==> config.mk <==
export PLATFORM = sky130hd
export DESIGN_NAME = compressor12_sched
export DESIGN_NICKNAME = d
export VERILOG_FILES = /design/src/rtl/compressor12_pkg.sv /design/src/rtl/compressor12_sched_slice_popcount.sv /design/src/rtl/compressor12_sched.sv
export SDC_FILE = /design/constraint.sdc
export NUM_CORES = 1
export LEC_CHECK = 0
export CAP_MARGIN = 10
export CORE_MARGIN = 4
export CORE_UTILIZATION = 53
export CTS_CLUSTER_SIZE = 8
export DETAILED_ROUTE_END_ITERATION = 7
export GPL_TIMING_DRIVEN = 0
export MAX_ROUTING_LAYER = met4
export PLACE_DENSITY = 0.79
export SLEW_MARGIN = 15
export SYNTH_ARGS = -nofsm -noshare
export SYNTH_HDL_FRONTEND = slang
export SYNTH_SLANG_ARGS = --single-unit
==> constraint.sdc <==
create_clock -name clk -period 3.9 [get_ports clk]
set_clock_uncertainty 0.15 [all_clocks]
set_input_delay 0.585 -clock clk [delete_from_list [all_inputs] [get_ports clk]]
set_output_delay 0.585 -clock clk [all_outputs]
set_load 0.01 [all_outputs]
==> src/rtl/compressor12_pkg.sv <==
`default_nettype none
// ============================================================================
//  Module      : compressor12_pkg
//  Description : Shared constants, FSM encoding and helpers for the 12-bit
//                compressor scheduling slice.
//  Revision    : 1.0 - initial release
// ============================================================================
package compressor12_pkg;

    // Operand word width handled by the compressor datapath
    localparam int DATA_W = 12;

    // Scheduler state encoding
    typedef logic [1:0] state_t;
    localparam logic [1:0] c_ST_ACCEPT   = 2'd0;
    localparam logic [1:0] c_ST_COMPRESS = 2'd1;
    localparam logic [1:0] c_ST_DONE     = 2'd2;

    // Ceiling log2; clog2(1) = 0
    function automatic int clog2(input int value);
        int r;
        int v;
        r = 0;
        v = value - 1;
        while (v > 0) begin
            r = r + 1;
            v = v >> 1;
        end
        return r;
    endfunction

endpackage
`default_nettype wire

==> src/rtl/compressor12_sched_slice_popcount.sv <==
`default_nettype none
// ============================================================================
//  Module      : slice_popcount
//  Description : Combinational ones-counter for one SLICE_W-bit slice. The
//                scheduler time-shares a single instance across all slices.
//  Revision    : 1.0 - initial release
// ============================================================================
module slice_popcount
    import compressor12_pkg::*;
#(
    parameter  int SLICE_W = 4,
    localparam int CNT_W   = clog2(SLICE_W + 1)
) (
    input  logic [SLICE_W-1:0] slice,
    output logic [CNT_W-1:0]   count
);

    // Sum the individual bits of the slice
    always_comb begin
        count = '0;
        for (int i = 0; i < SLICE_W; i++) begin
            count = count + CNT_W'(slice[i]);
        end
    end

endmodule
`default_nettype wire

==> src/rtl/compressor12_sched.sv <==
`default_nettype none
// ============================================================================
//  Module      : compressor12_sched
//  Description : Accepts 12-bit words over valid/ready, feeds their slices LSB
//                first through one shared popcount, accumulates over a frame of
//                FRAME_LEN words and offers the frame total over valid/ready.
//  Revision    : 1.0 - initial release
// ============================================================================
module compressor12_sched
    import compressor12_pkg::*;
#(
    parameter  int SLICE_W    = 4,
    parameter  int FRAME_LEN  = 8,
    localparam int SUM_W      = clog2(DATA_W * FRAME_LEN + 1),
    localparam int NUM_SLICES = DATA_W / SLICE_W
) (
    input  logic              clk,
    input  logic              rst,
    input  logic              clear,
    input  logic              in_valid,
    output logic              in_ready,
    input  logic [DATA_W-1:0] in_data,
    output logic              out_valid,
    input  logic              out_ready,
    output logic [SUM_W-1:0]  out_sum,
    output logic              busy
);

    localparam int PC_W   = clog2(SLICE_W + 1);
    localparam int IDX_W  = (NUM_SLICES > 1) ? clog2(NUM_SLICES) : 1;
    localparam int WCNT_W = (FRAME_LEN > 1) ? clog2(FRAME_LEN) : 1;

    state_t             r_state;
    logic [DATA_W-1:0]  r_word;
    logic [IDX_W-1:0]   r_slice_idx;
    logic [WCNT_W-1:0]  r_word_cnt;
    logic [SUM_W-1:0]   r_acc;
    logic [SUM_W-1:0]   r_out_sum;

    logic [DATA_W-1:0]  w_shifted;
    logic [SLICE_W-1:0] w_slice;
    logic [PC_W-1:0]    w_slice_cnt;
    logic [SUM_W-1:0]   w_acc_next;
    logic               w_last_slice;
    logic               w_last_word;

    // Current slice selected by shifting the held word down, LSB slice first
    assign w_shifted    = r_word >> (int'(r_slice_idx) * SLICE_W);
    assign w_slice      = w_shifted[SLICE_W-1:0];
    assign w_acc_next   = r_acc + SUM_W'(w_slice_cnt);
    assign w_last_slice = (r_slice_idx == IDX_W'(NUM_SLICES - 1));
    assign w_last_word  = (r_word_cnt == WCNT_W'(FRAME_LEN - 1));

    slice_popcount #(
        .SLICE_W (SLICE_W)
    ) u_popcount (
        .slice (w_slice),
        .count (w_slice_cnt)
    );

    // Handshake and status outputs decode directly from the state register
    assign in_ready  = (r_state == c_ST_ACCEPT);
    assign out_valid = (r_state == c_ST_DONE);
    assign out_sum   = r_out_sum;
    assign busy      = !((r_state == c_ST_ACCEPT) && (r_word_cnt == '0));

    // Scheduler FSM with accumulator; clear overrides any handshake in flight
    always_ff @(posedge clk or posedge rst) begin
        if (rst) begin
            r_state     <= c_ST_ACCEPT;
            r_word      <= '0;
            r_slice_idx <= '0;
            r_word_cnt  <= '0;
            r_acc       <= '0;
            r_out_sum   <= '0;
        end else if (clear) begin
            r_state     <= c_ST_ACCEPT;
            r_slice_idx <= '0;
            r_word_cnt  <= '0;
            r_acc       <= '0;
        end else begin
            case (r_state)
                c_ST_ACCEPT: begin
                    if (in_valid) begin
                        r_word      <= in_data;
                        r_slice_idx <= '0;
                        r_state     <= c_ST_COMPRESS;
                    end
                end
                c_ST_COMPRESS: begin
                    r_acc <= w_acc_next;
                    if (!w_last_slice) begin
                        r_slice_idx <= r_slice_idx + IDX_W'(1);
                    end else if (w_last_word) begin
                        r_out_sum <= w_acc_next;
                        r_state   <= c_ST_DONE;
                    end else begin
                        r_word_cnt <= r_word_cnt + WCNT_W'(1);
                        r_state    <= c_ST_ACCEPT;
                    end
                end
                c_ST_DONE: begin
                    if (out_ready) begin
                        r_acc      <= '0;
                        r_word_cnt <= '0;
                        r_state    <= c_ST_ACCEPT;
                    end
                end
                default: begin
                    r_state <= c_ST_ACCEPT;
                end
            endcase
        end
    end

endmodule
`default_nettype wire

==> impl_metrics.tcl <==
set metrics [dict create \
    cts_resized 0 \
    detailed_place_hpwl_um 2550 \
    cp-start-kind "register" \
    finalSetupViolCount 0 \
    cts_buffers 5 \
    via_count 1265 \
    yosys.area.top_type_share 0.467 \
    globalplace.congestion 0.878 \
    grt_usage 0.190 \
    p_leak_uw 0.000959 \
    ant_nets 0 \
    synth_xor_area_frac 0.0248 \
    async_flop_share 1.00 \
    fp.dieArea_um2 4320 \
    post-cts-setup-buffers 0 \
    fp-row-count 20 \
    cap_violations 0 \
    fin_tns_setup_ns 0 \
    ys_seq_area_frac 0.467 \
    die_y_um 65.8 \
    syn-num-nets 187 \
    n_fill_cell 250 \
    wl_um 3320 \
    cts-root-buf "clkbuf_4" \
    ys.flop_type "dfrtp_1" \
    slew_headroom 0.552 \
    power_uw 821 \
    cp_data_arrival_time_ns 3.61 \
    placed_cells 228 \
    synth_fa_ha_area_frac 0.0863 \
    grt_overflow 0 \
    htree_num_levels 2 \
    place_ws_ns 0.397 \
    fin_nets 219 \
    critical_path.endpoint_type "register" \
    finalWorstSetupSlack_ns 0.359 \
    p_per_area_nw_per_um2 387 \
    period_share 0.908 \
    firstDrtPassIters 4 \
    clk_latency_ns 0.33 \
    synth-compound-area-share 0.126 \
    fin_crit_ns 3.54 \
    cts_tree "yes" \
    worstHoldPathType "register to register" \
    synth_top_family_by_area "multiplexers" \
    worst-setup-path-type "register to register" \
    rsz0062_at_grt "false" \
    hold_viol 0 \
    synth_warnings 0 \
    tightestPinTransition_ns 0.672 \
    synth_mux_area_frac 0.136 \
    synthesis.area_um2 1770 \
    synth_top_area_cell "dfrtp_1" \
    via_per_inst 5.36 \
    holdWs_ns 0.359 \
    avgSynthCellArea_um2 11.1 \
    drc_errors 0 \
    status "finished clean" \
    core_area_um2 3130 \
    irDropWorstVdd_v 0.000266 \
    grt_max_degree 34 \
    finalNonFillerCells 236 \
    ctsLongestPathBuffers 2 \
    port_buffers 25 \
    fmax_ghz 0.282 \
    synth-seq-cells 33 \
    antenna_found_initial 0 \
    syn_to_final_growth_pct 20.0 \
    n_antenna_cell 0 \
    synth_area_leaders "dfrtp_1 (47%), mux2_2 (10%), ha_1 (6.4%)" \
    initial_core_util 0.565 \
    boundaryPins 27 \
    report.final.slew_viol_count 0 \
    cp.required_ns 3.97 \
    cts.hold.buffers_added 0 \
    ys_types 37 \
    layout-drive-gt1-share 0.167 \
    cts_sinks 33 \
    die_x_um 65.8 \
    grt_pass1_wl_um 6090 \
    grt_pass1_vias 1341 \
    drt_iter0_markers 41 \
    syn_inst 159 \
    cp_max_fo 7 \
    synth_edf_count 0 \
    synth-simple-area-share 0.104 \
    clk_pin_slew_ns 0.10 \
    post_drt_wl_per_cell_um 14.1 \
]
-- area by class of cell --
type	count	area, µm²	share of cell area
Multi-Input combinational cell	108	843	0.397
Buffer	8	61.3	0.0289
Timing Repair Buffer	25	250	0.118
Sequential cell	33	826	0.389
Tap cell	44	55.1	0.0259
Clock buffer	8	48.8	0.0230
Inverter	10	37.5	0.0177
-- per-layer routing --
layer  vias up  track usage  share of wire
met4         0       0.0596          0.016
met2        34        0.325           0.52
li1        614            -              -
met5         -            -              0
met3         8       0.0530          0.046
met1       609        0.215           0.42
-- through the flow --
step | util | instance area, µm²
after CTS | 0.678 | 2120
after detailed placement | 0.663 | 2070
after global routing | 0.678 | 2120
after global placement | 0.663 | 2070
final | 0.678 | 2120
after floorplan | - | 1770
-- registers in the layout, summed over array words and instances (netlist names) --
signal	flops
r_word	12
r_slice_idx	2
out_sum	7
r_state	2
r_word_cnt	3
r_acc	7
-- worst paths after layout --
path                                                 start                endpoint  slack (ns)  cells past startpoint
worst min-delay path                  r_acc[2]$_DFFE_PP0P_    r_acc[2]$_DFFE_PP0P_        0.36                      2
max in group asynchronous                              rst   r_word[3]$_DFFE_PP0P_        2.64                      2
min in group asynchronous                              rst    r_acc[5]$_DFFE_PP0P_        0.52                      2
worst min register to register        r_acc[2]$_DFFE_PP0P_    r_acc[2]$_DFFE_PP0P_        0.36                      2
worst max register to register  r_slice_idx[1]$_DFFE_PP0P_  out_sum[3]$_DFFE_PP0P_        0.36                     13
worst max-delay path            r_slice_idx[1]$_DFFE_PP0P_  out_sum[3]$_DFFE_PP0P_        0.36                     13
-- logic make-up (layout without fill, tap and decap cells) --
family,count (synthesis),after routing
xor+xnor,5,5
simple gates,38,38
fa+ha+maj,11,11
flops,33,33
mux,22,22
compound gates,32,32
buf+inv,18,51
-- Yosys cell counts (2+ instances only) --
cell type / count
fa_1: 2
inv_1: 10
nand2_1: 11
buf_6: 3
nand2b_1: 2
buf_4: 2
nor3_1: 2
nor2_1: 15
ha_1: 9
dfrtp_1: 33
mux2i_1: 6
a22oi_1: 2
xnor2_1: 4
a21oi_1: 9
o21ai_0: 5
clkbuf_1: 2
a21o_1: 3
o21bai_1: 3
mux2_2: 16
a22o_1: 3
-- report_power, final --
group	total, µW	switching (µW)	internal, µW
combinational	234	116	118
clock	180	108	71.8
sequential	407	25.0	382
-- cells in the final DEF (no fill, tap or decap), types with 2 or more instances in the layout --
cell type	netlist	routed
a21oi_1	9	9
dfrtp_1	33	33
nand2b_1	2	2
clkbuf_4	0	5
xnor2_1	4	4
ha_1	9	9
nand2_1	11	11
inv_1	10	9
mux2i_1	6	6
nor3_1	2	2
buf_6	3	3
a21o_1	3	3
clkdlybuf4s50_1	0	25
o21bai_1	3	3
nor2_1	15	15
a22o_1	3	3
fa_1	2	2
a22oi_1	2	2
clkbuf_1	2	5
o21ai_0	5	5
mux2_2	16	16
buf_4	2	2
-- critical path, stage by stage (launching register included) --
cell,delay (ns)
dfrtp_1,0.37
clkbuf_1,0.35
mux2i_1,0.23
o21ai_0,0.10
ha_1,0.29
inv_1,0.05
fa_1,0.37
inv_1,0.07
ha_1,0.26
ha_1,0.30
a211oi_1,0.31
o21bai_1,0.22
xnor2_1,0.09
mux2_2,0.26
Power figures use the tool's default switching activity.
